**config.mk**
```make
export PLATFORM = sky130hd
export DESIGN_NAME = decoder_n_seq
export DESIGN_NICKNAME = d
export VERILOG_FILES = /design/src/rtl/decoder_pkg.sv /design/src/rtl/decoder_n.sv /design/src/rtl/decoder_n_seq.sv
export SDC_FILE = /design/constraint.sdc
export NUM_CORES = 1
export LEC_CHECK = 0
export BUFFER_PORTS_ARGS = -buffer_cell sky130_fd_sc_hd__buf_2
export CELL_PAD_IN_SITES_DETAIL_PLACEMENT = 0
export CELL_PAD_IN_SITES_GLOBAL_PLACEMENT = 2
export CORE_MARGIN = 8
export CORE_UTILIZATION = 30
export DETAILED_ROUTE_END_ITERATION = 12
export PLACE_DENSITY = 0.78
export SYNTH_ARGS = -nofsm -noshare
export SYNTH_HDL_FRONTEND = slang
export SYNTH_SLANG_ARGS = --single-unit
```
**constraint.sdc**
```tcl
create_clock -name clk -period 1.8 [get_ports clk]
set_clock_uncertainty 0.1 [all_clocks]
set_input_delay 0.09 -clock clk [delete_from_list [all_inputs] [get_ports clk]]
set_output_delay 0.09 -clock clk [all_outputs]
set_load 0.05 [all_outputs]
```
**src/rtl/decoder_pkg.sv**
```systemverilog
// Shared definitions for the sequential one-hot decoder.
// Contents:
//   state_e - control FSM state; StIdle = 0, StBurst = 1.
package decoder_pkg;

  typedef enum logic [0:0] {
    StIdle  = 1'b0,
    StBurst = 1'b1
  } state_e;

endpackage

```
**src/rtl/decoder_n.sv**
```systemverilog
// Combinational N-to-2**N one-hot decoder.
// Ports:
//   addr   - N-bit binary index
//   onehot - 2**N-bit vector with only bit [addr] set
module decoder_n #(
  parameter int unsigned N = 3
) (
  input  logic [N-1:0]        addr,
  output logic [(1<<N)-1:0]   onehot
);

  always_comb begin
    onehot       = '0;
    onehot[addr] = 1'b1;
  end

endmodule

```
**src/rtl/decoder_n_seq.sv**
```systemverilog
// Registered one-hot decoder with single and incrementing-burst requests.
// A single request yields one beat; a burst yields Len+1 beats at consecutive
// addresses (wrapping modulo 2**N), one beat per cycle while En is high.
// Ports:
//   clk, rst_n          - clock, asynchronous active-low reset
//   In, Len, Burst      - request start address, beats minus one, mode
//   In_valid / In_ready - request handshake (In_ready is combinational)
//   En                  - advance enable; low stalls and blanks the next beat
//   Out, Out_valid      - registered one-hot beat and its qualifier
//   Last                - final beat of the current request
//   Busy                - a burst is still producing beats
module decoder_n_seq
  import decoder_pkg::*;
#(
  parameter int unsigned N = 3
) (
  input  logic                clk,
  input  logic                rst_n,
  input  logic [N-1:0]        In,
  input  logic [N-1:0]        Len,
  input  logic                Burst,
  input  logic                In_valid,
  output logic                In_ready,
  input  logic                En,
  output logic [(1<<N)-1:0]   Out,
  output logic                Out_valid,
  output logic                Last,
  output logic                Busy
);

  localparam int unsigned W = 1 << N;

  state_e         state_q, state_d;
  logic [N-1:0]   addr_q, addr_d;
  logic [N-1:0]   cnt_q, cnt_d;
  // Set for the cycle carrying a burst's final beat: the FSM is already back in
  // StIdle then, but a new request must wait one more cycle.
  logic           cool_q, cool_d;
  logic [W-1:0]   out_q, out_d;
  logic           valid_q, last_q;
  logic           emit, last_d;
  logic           accept, multi;
  logic [W-1:0]   onehot;

  assign In_ready = rst_n & En & (state_q == StIdle) & ~cool_q;
  assign accept   = In_valid & In_ready;
  // A burst of one beat behaves exactly like a single decode.
  assign multi    = Burst & (Len != '0);

  always_comb begin
    state_d = state_q;
    addr_d  = addr_q;
    cnt_d   = cnt_q;
    cool_d  = 1'b0;
    emit    = 1'b0;
    last_d  = 1'b0;
    unique case (state_q)
      StIdle: begin
        if (accept) begin
          addr_d = In;
          emit   = 1'b1;
          if (multi) begin
            cnt_d   = Len;
            state_d = StBurst;
          end else begin
            cnt_d  = '0;
            last_d = 1'b1;
          end
        end
      end
      StBurst: begin
        if (En) begin
          addr_d = addr_q + N'(1);
          cnt_d  = cnt_q - N'(1);
          emit   = 1'b1;
          if (cnt_d == '0) begin
            last_d  = 1'b1;
            cool_d  = 1'b1;
            state_d = StIdle;
          end
        end
      end
      default: state_d = StIdle;
    endcase
  end

  decoder_n #(
    .N (N)
  ) u_decoder_n (
    .addr   (addr_d),
    .onehot (onehot)
  );

  assign out_d = emit ? onehot : '0;

  always_ff @(posedge clk or negedge rst_n) begin
    if (!rst_n) begin
      state_q <= StIdle;
      addr_q  <= '0;
      cnt_q   <= '0;
      cool_q  <= 1'b0;
      out_q   <= '0;
      valid_q <= 1'b0;
      last_q  <= 1'b0;
    end else begin
      state_q <= state_d;
      addr_q  <= addr_d;
      cnt_q   <= cnt_d;
      cool_q  <= cool_d;
      out_q   <= out_d;
      valid_q <= emit;
      last_q  <= last_d;
    end
  end

  assign Out       = out_q;
  assign Out_valid = valid_q;
  assign Last      = last_q;
  assign Busy      = (state_q == StBurst);

endmodule

```
# Word-level counts from Yosys, hierarchy flattened
# Cells that the tools add are included.
# classes
n_addsub,2
n_reduce_logical,4
n_bitwise,7
n_mux,24
n_eq_ne,2
n_lt_le_gt_ge,2
# op_table
cell,count
3-bit 2-to-1 mux,5
1-bit 2-to-1 mux,12
3-bit case mux with 2 select lines,2
8-bit 2-to-1 mux,1
1-bit case mux with 2 select lines,3
1-bit AND,5
3-bit by 4-bit < comparator with 1-bit output (second input constant),1
2-bit != test (second input constant),2
3-bit by 1-bit adder with 3-bit output (second input constant),1
1-bit demux with 3-bit select,1
3-bit by 1-bit greater-or-equal comparator with 1-bit output (second input constant),1
3-bit logical NOT,1
3-bit nonzero test,1
3-bit by 1-bit subtractor with 3-bit output (second input constant),1
1-bit inverter,2
2-bit AND reduction,1
1-bit logical AND,1
# word_totals
in_bits,11
ff_bits,18

# Longest topological paths before layout
# Gate-level depths: netlist (run 1).
# logic_depth
depth_word,11
mapped_depth,7
ltp_nobuf,6

# Modules after synthesis
# Synthesis (run 1) repeated with hierarchy kept, for this count alone.
# hier_totals
cells_unflattened,79
area_unflattened_um2,918.4
# by_module_without_submodules
module,cells_each,n_inst,seq_area_each_um2,area_per_inst_um2
decoder_n_seq,71,1,450.4,853.3
decoder_n,8,1,0.0,65.1

# Least setup slack after synthesis (run 1)
# Ideal clock, no wire load.
# synth_timing
path_kind,reg2reg
startpoint,"register state_q, in the netlist Busy"
endpoint,"register out_q[1], in the netlist Out[1]"
stages_incl_launch_ff,7
setup_ps,86
path_buffers,1
arrival_ps,1582
path_slack_ps,32
cell_sequence,dfrtp_1 > buf_4 > nor3b_1 > a221oi_2 > o21ai_4 > inv_2 > nor3_1
# synth_via
elab_chain_cells,11
# synth_rtl
element,line_no,rtl
start: declaration,decoder_n_seq.sv:33,"state_e state_q, state_d;"
start signal: assignment,decoder_n_seq.sv:98,state_q <= StIdle;
start signal: assignment,decoder_n_seq.sv:106,state_q <= state_d;
1-bit inverter,-,
1-bit AND (2 in series),decoder_n_seq.sv:45,assign In_ready = rst_n & En & (state_q == StIdle) & ~cool_q;
1-bit AND,decoder_n_seq.sv:46,assign accept = In_valid & In_ready;
3-bit 2-to-1 mux,decoder_n_seq.sv:59,if (accept) begin
3-bit case mux with 2 select lines *,decoder_n_seq.sv:57,unique case (state_q)
net addr_d[2],decoder_n_seq.sv:34,"logic [N-1:0] addr_q, addr_d;"
3-bit by 4-bit < comparator with 1-bit output (not written as such) or 3-bit by 1-bit greater-or-equal comparator with 1-bit output (tied branches),decoder_n.sv:14,onehot[addr] = 1'b1;
1-bit logical AND (not written as such),decoder_n.sv:14,
1-bit 2-to-1 mux (not written as such),decoder_n.sv:14,
1-bit demux with 3-bit select *,-,
8-bit 2-to-1 mux *,decoder_n_seq.sv:94,assign out_d = emit ? onehot : '0;
net out_d[1],decoder_n_seq.sv:39,"logic [W-1:0] out_q, out_d;"
end signal: assignment,decoder_n_seq.sv:110,out_q <= out_d;
end: declaration,decoder_n_seq.sv:39,
# The timed path passes the listed nets; every way through them passes the cells marked *.
# A chain may end at the register's enable or synchronous reset.

# Final worst setup path (run 1)
# layout_timing
startpoint,input port En
endpoint,output port In_ready
# layout_via
elab_chain_cells,3
# layout_rtl
element,line_no,rtl
start: declaration,decoder_n_seq.sv:24,"input logic En,"
1-bit AND (3 in series),decoder_n_seq.sv:45,
end: declaration,decoder_n_seq.sv:23,"output logic In_ready,"
# No other way between the ends.

==> results of run 1 <==
[worst max-delay path: stages]
cell	delay, ns
dlygate4sd3_1	0.53
buf_2	0.21
nor2b_4	0.24
and3b_2	0.19
buf_2	0.25
[kinds of logic (layout without fill, tap and decap cells)]
logic type,count (synthesis),count (layout),share of synthesized area (%)
buffers and inverters,8,39,4.99
and+or+nand+nor,30,30,19.9
xor gates and xnor gates,1,1,0.997
DFF,18,18,51.3
AOI/OAI and AO/OA,16,16,17.4
muxes,1,1,1.14
adders and majority gates,3,3,4.27
[where the power goes]
part           internal, W  switching [W]
combinational     0.000343       0.000610
sequential        0.000527      0.0000976
clock             0.000123       0.000123
[routing by layer]
layer	track usage [%]	share of wire [%]	vias to the layer above
met5	0	0	-
met4	4.91	1.4	0
met3	1.69	2.2	2
met2	15.5	55	12
met1	8.34	42	345
li1	-	-	335
[state kept, by name, indices dropped and copies added (netlist names)]
| signal | cells |
|---|---|
| Out | 8 |
| Out_valid | 1 |
| addr_q | 3 |
| Last | 1 |
| Busy | 1 |
| cool_q | 1 |
| cnt_q | 3 |
[worst max path at each step]
stage / endpoint / slack (ns)
floorplan: Out[1]$_DFF_PN0_ / 0.03
global placement: Out[7]$_DFF_PN0_ / 0.12
detailed placement: Out[0]$_DFF_PN0_ / 0.1
CTS: Out[0]$_DFF_PN0_ / 0.03
global route: Out[1]$_DFF_PN0_ / 0.009
finish: In_ready / 0.10
[placed cells by master, fill, tap and decap left out]
cell           Yosys  routed
buf_2              0      22
dfrtp_1           18      18
nand2_1            7       7
nor3_1             8       6
buf_4              1       5
nor2_1             4       4
a21oi_1            4       4
inv_1              3       3
ha_1               3       3
clkbuf_4           0       3
and2_1             2       2
and3b_2            1       2
o21ai_4            2       2
inv_4              1       2
nor3_2             0       2
o21ai_0            2       2
dlygate4sd3_1      0       2
nor2b_4            1       1
and3_4             1       1
a221oi_4           1       1
a22o_2             1       1
a22oi_1            1       1
and4bb_1           1       1
nor3b_1            1       1
a221oi_2           1       1
a32oi_1            1       1
inv_2              2       1
o31a_1             1       1
xnor2_1            1       1
and3_1             1       1
o21bai_1           1       1
a31oi_1            1       1
nand3_1            1       1
nand2b_1           1       1
mux2i_1            1       1
clkbuf_8           0       1
[final cells by class]
| type | count | share of cell area (%) |
|---|---|---|
| sequential | 18 | 40.4 |
| multi-input combinational | 51 | 35.4 |
| timing repair buffer | 29 | 15.0 |
| tap | 31 | 3.48 |
| clock buffer | 4 | 3.25 |
| inverter | 6 | 2.47 |
[what timing repair did]
item | in CTS | in global routing
hold buffers | 2 | 0
buffers inserted | 0 | 3
hold endpoints to repair | 20 | 0
setup endpoints to repair | 0 | 6
gates resized for setup | 0 | 4
[stage by stage]
| stage | hold slack, ns | setup WS, ns | power [W] | util [%] | instance area (µm²) |
|---|---|---|---|---|---|
| floorplan | -0.306 | 0.0317 | 0.00135 | - | 878 |
| global placement | -0.190 | 0.119 | 0.00154 | 36.8 | 1020 |
| detailed placement | -0.191 | 0.0997 | 0.00154 | 36.8 | 1020 |
| CTS | 0.0174 | 0.0258 | 0.00179 | 38.8 | 1080 |
| global route | 0.0287 | 0.00917 | 0.00196 | 40.1 | 1120 |
| finish | 0.0277 | 0.100 | 0.00182 | 40.1 | 1120 |
==> metrics.yaml, run 1 <==
status: "completed"
r2r-start: "Busy$_DFF_PN0_"
place.gp.congestion: 0.794
vias: 694
required_ns: 1.61
grt_pass1_vias: 748
power.density_mw_per_mm2: 1630
grt_pass1_wl_mm: 3.40
leakagePower_nw: 0.559
yosys_warnings: 0
slew_violations: 0
clock-sinks: 18
yosys-top-cells-count: "dfrtp_1, nor3_1, nand2_1"
startpoint: "En"
syn-num-nets: 91
cp-end-kind: "primary output"
fin_nets: 123
finalNonFillerCells: 139
path_class: "in -> out"
final-hold-violation-count: 0
grt_usage_pct: 8.37
hpwl_mm: 1.48
die_w_um: 70.1
synth_area_leader_cell: "dfrtp_1"
num_rows: 19
avgSynthCellArea_um2: 11.4
setup_viol: 0
placed_cells: 130
clock_path_buffers: 2
synth.top_cell.area_share_pct: 51.3
yosysSeqAreaShare_pct: 51.3
multiInputGateArea_um2: 395
fin_crit_ns: 1.70
io_buffers: 22
synth_flop_cell: "dfrtp_1"
r2r_cells: 5
rsz0062_at_grt: "no"
ys_ff_latch: 18
start_util_pct: 31.6
fillCellCount: 280
dieArea_mm2: 0.00492
clockRootBuffer: "clkbuf_4"
worstHoldPathType: "in -> async"
synth.area.top_cells: "dfrtp_1, nor3_1, ha_1"
antenna_found_initial: 0
cts_made_buffers: 3
pin_count: 23
post-route-period-util_pct: 94.4
relSlewSlack_pct: 70.3
synthDistinctLibCells: 33
wirelength_mm: 1.91
critPathArrivalTime_ns: 1.51
cap_violations: 0
synth-edff-count: 0
synthCells: 77
areaGrowthSynthToFinish_pct: 27.1
synth.most_common_cell: "dfrtp_1"
async_flop_share_pct: 100
antenna_left: 0
finalSetupTns_ns: 0
drc: 0
reg2reg_to: "Out[1]$_DFF_PN0_"
first_iter_violations: 8
worst_pin_slew_ns: 0.446
clock_latency_ns: 0.29
htree_levels: 1
via_per_inst: 4.99
fp.dieH_um: 70.1
coreArea_mm2: 0.00278
antenna_cells: 0
wl_per_cell_um: 13.7
fmax_mhz: 588
cts_tree: "done"
syn-cell-area_um2: 878
grt_overflow: 0
seq_area_um2: 450
cts.clk_slew.worst_paths_ns: 0.10
layout-drive-gt1-share_pct: 41.7
worst-r2r-setup-slack_ns: 0.15
crit_path_start_kind: "input port"
vdd_ir_drop_max_uv: 662
drt_pass1_iterations: 2
crit_fanout: 7
grt_max_degree: 17
No activity file was read; power rests on OpenSTA's default activity.
==> run 2: changes to the inputs <==
--- a/config.mk
+++ b/config.mk
@@ -6,7 +6,7 @@
 export NUM_CORES = 1
 export LEC_CHECK = 0
 export BUFFER_PORTS_ARGS = -buffer_cell sky130_fd_sc_hd__buf_2
-export CELL_PAD_IN_SITES_DETAIL_PLACEMENT = 0
+export CELL_PAD_IN_SITES_DETAIL_PLACEMENT = 1
 export CELL_PAD_IN_SITES_GLOBAL_PLACEMENT = 2
 export CORE_MARGIN = 8
 export CORE_UTILIZATION = 30
==> metrics.yaml, run 2 (synthesis results as in run 1) <==
final_cell_area_mm2: 0.00116
fp.dieH_um: 70.1
antenna_cells: 0
crit_fanout: 7
num_rows: 19
first_iter_violations: 14
top_layer: "met4"
grt_overflow: 0
cp-end-kind: "flip-flop"
final_cell_mix: "buf_2, dfrtp_1, buf_4"
layout-drive-gt1-share_pct: 43.4
final-hold-violation-count: 0
fin_crit_ns: 1.79
cap_violations: 0
largest_reg_flops: 8
r2r_cells: 6
grt_usage_pct: 8.74
cts_tree: "done"
fillCellCount: 315
whs_ns: 0.00878
worstHoldPathType: "in -> reg"
cts_made_buffers: 3
m1WireLength_um: 906
place.gp.congestion: 0.794
required_ns: 1.90
areaGrowthSynthToFinish_pct: 32.6
wl_met3_um: 39
pin_count: 23
grt_pass1_wl_mm: 3.49
leakagePower_nw: 0.587
fin_nets: 128
reg2reg_to: "Out[7]$_DFF_PN0_"
grt_max_degree: 17
worst_pin_slew_ns: 0.399
fmax_mhz: 560
clockRootBuffer: "clkbuf_4"
grt_pass1_vias: 762
final_util_pct: 41.9
io_buffers: 22
path_class: "in -> reg"
setup_viol: 0
hpwl_mm: 1.59
critPathArrivalTime_ns: 1.88
relSlewSlack_pct: 73.4
antenna_left: 0
via_per_inst: 4.92
p_total_w: 0.00195
startpoint: "rst_n"
antenna_found_initial: 0
wirelength_mm: 2.13
r2r-start: "addr_q[0]$_DFF_PN0_"
placed_area_mm2: 0.00102
drc: 0
vias: 708
dieArea_mm2: 0.00492
post-route-period-util_pct: 99.2
clock_path_buffers: 2
vdd_ir_drop_max_uv: 758
placed_cells: 130
start_util_pct: 31.6
die_w_um: 70.1
finalNonFillerCells: 144
wl_met2_mm: 1.11
power.density_mw_per_mm2: 1670
htree_levels: 1
coreArea_mm2: 0.00278
clock_latency_ns: 0.30
worst-r2r-setup-slack_ns: 0.07
cts.clk_slew.worst_paths_ns: 0.11
crit_path_start_kind: "input port"
status: "completed"
drt_pass1_iterations: 4
final_common_cell: "buf_2"
clock-sinks: 18
slew_violations: 0
wl_per_cell_um: 14.8
endpoint: "Out[3]$_DFF_PN0_"
## run 2: worst min-delay path by stage
| stage | slack, ns | cells past startpoint | start | to |
|---|---|---|---|---|
| 2_1_floorplan | -0.31 | 0 | rst_n | Busy$_DFF_PN0_ |
| 5_1_grt | 0.02 | 2 | rst_n | Out[6]$_DFF_PN0_ |
| 4_1_cts | 0.004 | 3 | Len[2] | Last$_DFF_PN0_ |
| 3_5_place_dp | -0.19 | 1 | rst_n | addr_q[0]$_DFF_PN0_ |
| 3_3_place_gp | -0.19 | 1 | rst_n | addr_q[0]$_DFF_PN0_ |
| 6_report | 0.009 | 3 | Len[2] | Last$_DFF_PN0_ |
## run 2: what timing repair did
action,CTS,global route
endpoints found under the hold margin,20,0
buffers inserted,0,7
hold buffers,3,0
setup endpoints to repair,0,6
gates resized for setup,0,4
## run 2: through the flow
stage                     setup TNS, ns  worst slack, ns
after global placement                0            0.119
after global routing            -0.0401          -0.0373
after floorplan                       0           0.0317
final                                 0           0.0148
after CTS                             0           0.0412
after detailed placement              0            0.104
## run 2: critical path, cell delays in order
cell and delay, ns:
dlygate4sd3_1 0.54, buf_2 0.16, and3b_2 0.26, o21ai_4 0.23
inv_4 0.08, o21ai_4 0.20, inv_2 0.08, nor3_1 0.24
## run 2: cell type report
cell class / count / area [µm²] / share of cell area (%)
clock buffers: 4 / 36.3 / 3.11
inverters: 6 / 27.5 / 2.36
multi-input cells: 51 / 390 / 33.5
flip-flops and latches: 18 / 452 / 38.8
well taps: 31 / 38.8 / 3.33
repair buffers: 34 / 220 / 18.9
## run 2: per-layer routing
metal,vias up,global-route usage (%)
li1,342,-
met1,350,9.40
met2,11,15.1
met3,5,1.13
met4,0,6.70
met5,-,0
## run 2: power breakdown
| part | internal [W] | switching (W) |
|---|---|---|
| logic | 0.000430 | 0.000638 |
| registers | 0.000530 | 0.0000941 |
| clock network | 0.000123 | 0.000133 |
| total | 0.00108 | 0.000864 |
==> run 3: changes to the inputs <==
--- a/config.mk
+++ b/config.mk
@@ -10,6 +10,7 @@
 export CELL_PAD_IN_SITES_GLOBAL_PLACEMENT = 2
 export CORE_MARGIN = 8
 export CORE_UTILIZATION = 30
+export CTS_BUF_LIST = sky130_fd_sc_hd__clkbuf_4
 export DETAILED_ROUTE_END_ITERATION = 12
 export PLACE_DENSITY = 0.78
 export SYNTH_ARGS = -nofsm -noshare
==> metrics.yaml, run 3 (synthesis results as in run 1) <==
grt_usage_pct: 8.77
critPathArrivalTime_ns: 1.83
largest_reg_flops: 8
grt_pass1_wl_mm: 3.51
cts_tree: "done"
crit_fanout: 4
clockRootBuffer: "clkbuf_4"
final_cell_mix: "buf_2, dfrtp_1, buf_4"
antenna_left: 0
post-route-period-util_pct: 95.6
via_per_inst: 4.93
htree_levels: 1
fin_crit_ns: 1.72
fillCellCount: 312
fin_nets: 127
required_ns: 1.91
worst_pin_slew_ns: 0.402
final-hold-violation-count: 0
start_util_pct: 31.6
io_buffers: 22
drt_pass1_iterations: 4
cts.clk_slew.worst_paths_ns: 0.10
hpwl_mm: 1.59
clock_path_buffers: 2
clock_latency_ns: 0.29
top_layer: "met4"
path_class: "reg -> reg"
status: "completed"
wirelength_mm: 2.05
antenna_found_initial: 0
fp.dieH_um: 70.1
antenna_cells: 0
m1WireLength_um: 863
grt_max_degree: 17
cap_violations: 0
crit_path_start_kind: "flip-flop"
relSlewSlack_pct: 73.2
power.density_mw_per_mm2: 1650
final_common_cell: "buf_2"
r2r_cells: 6
wl_per_cell_um: 14.4
pin_count: 23
fmax_mhz: 581
coreArea_mm2: 0.00278
dieArea_mm2: 0.00492
wl_met2_mm: 1.09
cts_made_buffers: 3
place.gp.congestion: 0.794
areaGrowthSynthToFinish_pct: 30.3
num_rows: 19
drc: 0
slew_violations: 0
first_iter_violations: 12
clock-sinks: 18
final_util_pct: 41.2
wl_met3_um: 38
cp-end-kind: "flip-flop"
grt_pass1_vias: 749
layout-drive-gt1-share_pct: 42.9
p_total_w: 0.00189
vias: 705
die_w_um: 70.1
leakagePower_nw: 0.577
vdd_ir_drop_max_uv: 751
grt_overflow: 0
setup_viol: 0
worstHoldPathType: "in -> async"
-- run 3: cell count changes in the layout (fill, tap and decap cells not counted), sizes merged --
cell and delta:
clkbuf -1, clkinv +1, dlygate4sd3 -1
-- run 3: stage by stage --
stage                     hold WS [ns]  area [µm²]  instances  setup WS [ns]    TNS [ns]
after global placement          -0.190        1020        130          0.119           0
final                           0.0141        1140        143         0.0785           0
after global routing            0.0123        1140        143     -0.0000584  -0.0000584
after CTS                      0.00531        1070        136         0.0359           0
after detailed placement        -0.189        1020        130          0.104           0
after floorplan                 -0.306         878         77         0.0317           0
-- run 3: final cells by class --
cell class	instances	area (µm²)	share of cell area, %
clock inverter	1	3.75	0.328
multi-input combinational	51	390	34.1
timing repair buffer	33	210	18.4
sequential	18	452	39.5
clock buffer	3	22.5	1.97
inverter	6	27.5	2.40
tap	31	38.8	3.39
-- run 3: timing repair --
item / in CTS / in global routing
hold endpoints to repair: 20 / 0
buffers inserted: 0 / 7
hold buffers: 2 / 0
resized for setup: 0 / 4
setup endpoints to repair: 0 / 6
-- run 3: power by group --
| part | internal [W] | switching, W | total [W] |
|---|---|---|---|
| Clock | 0.0000807 | 0.000127 | 0.000208 |
| Combinational | 0.000428 | 0.000632 | 0.00106 |
| Sequential | 0.000530 | 0.0000938 | 0.000624 |
| Total | 0.00104 | 0.000853 | 0.00189 |
-- run 3: critical path, stage by stage (launching register included) --
cell	delay, ns
dfrtp_1	0.40
ha_1	0.22
and2_1	0.17
a221oi_2	0.31
o21ai_4	0.12
buf_12	0.14
nor3_1	0.17
-- run 3: layer usage --
layer | global-route usage (%) | vias up
met5 | 0 | -
met4 | 6.70 | 0
met3 | 1.13 | 5
met2 | 15.2 | 13
met1 | 9.40 | 344
li1 | - | 343
-- run 3: worst paths after layout --
path                                       from              endpoint  slack (ns)
setup / recovery            addr_q[0]$_DFF_PN0_      Out[7]$_DFF_PN0_        0.08
hold / removal                            rst_n   addr_q[0]$_DFF_PN0_        0.01
setup reg to reg            addr_q[0]$_DFF_PN0_      Out[7]$_DFF_PN0_        0.08
hold reg to reg            cnt_q[0]$_DFFE_PN0P_  cnt_q[0]$_DFFE_PN0P_        0.49
max in group asynchronous                 rst_n        Busy$_DFF_PN0_        1.17
min in group clk                         Len[2]        Last$_DFF_PN0_        0.02
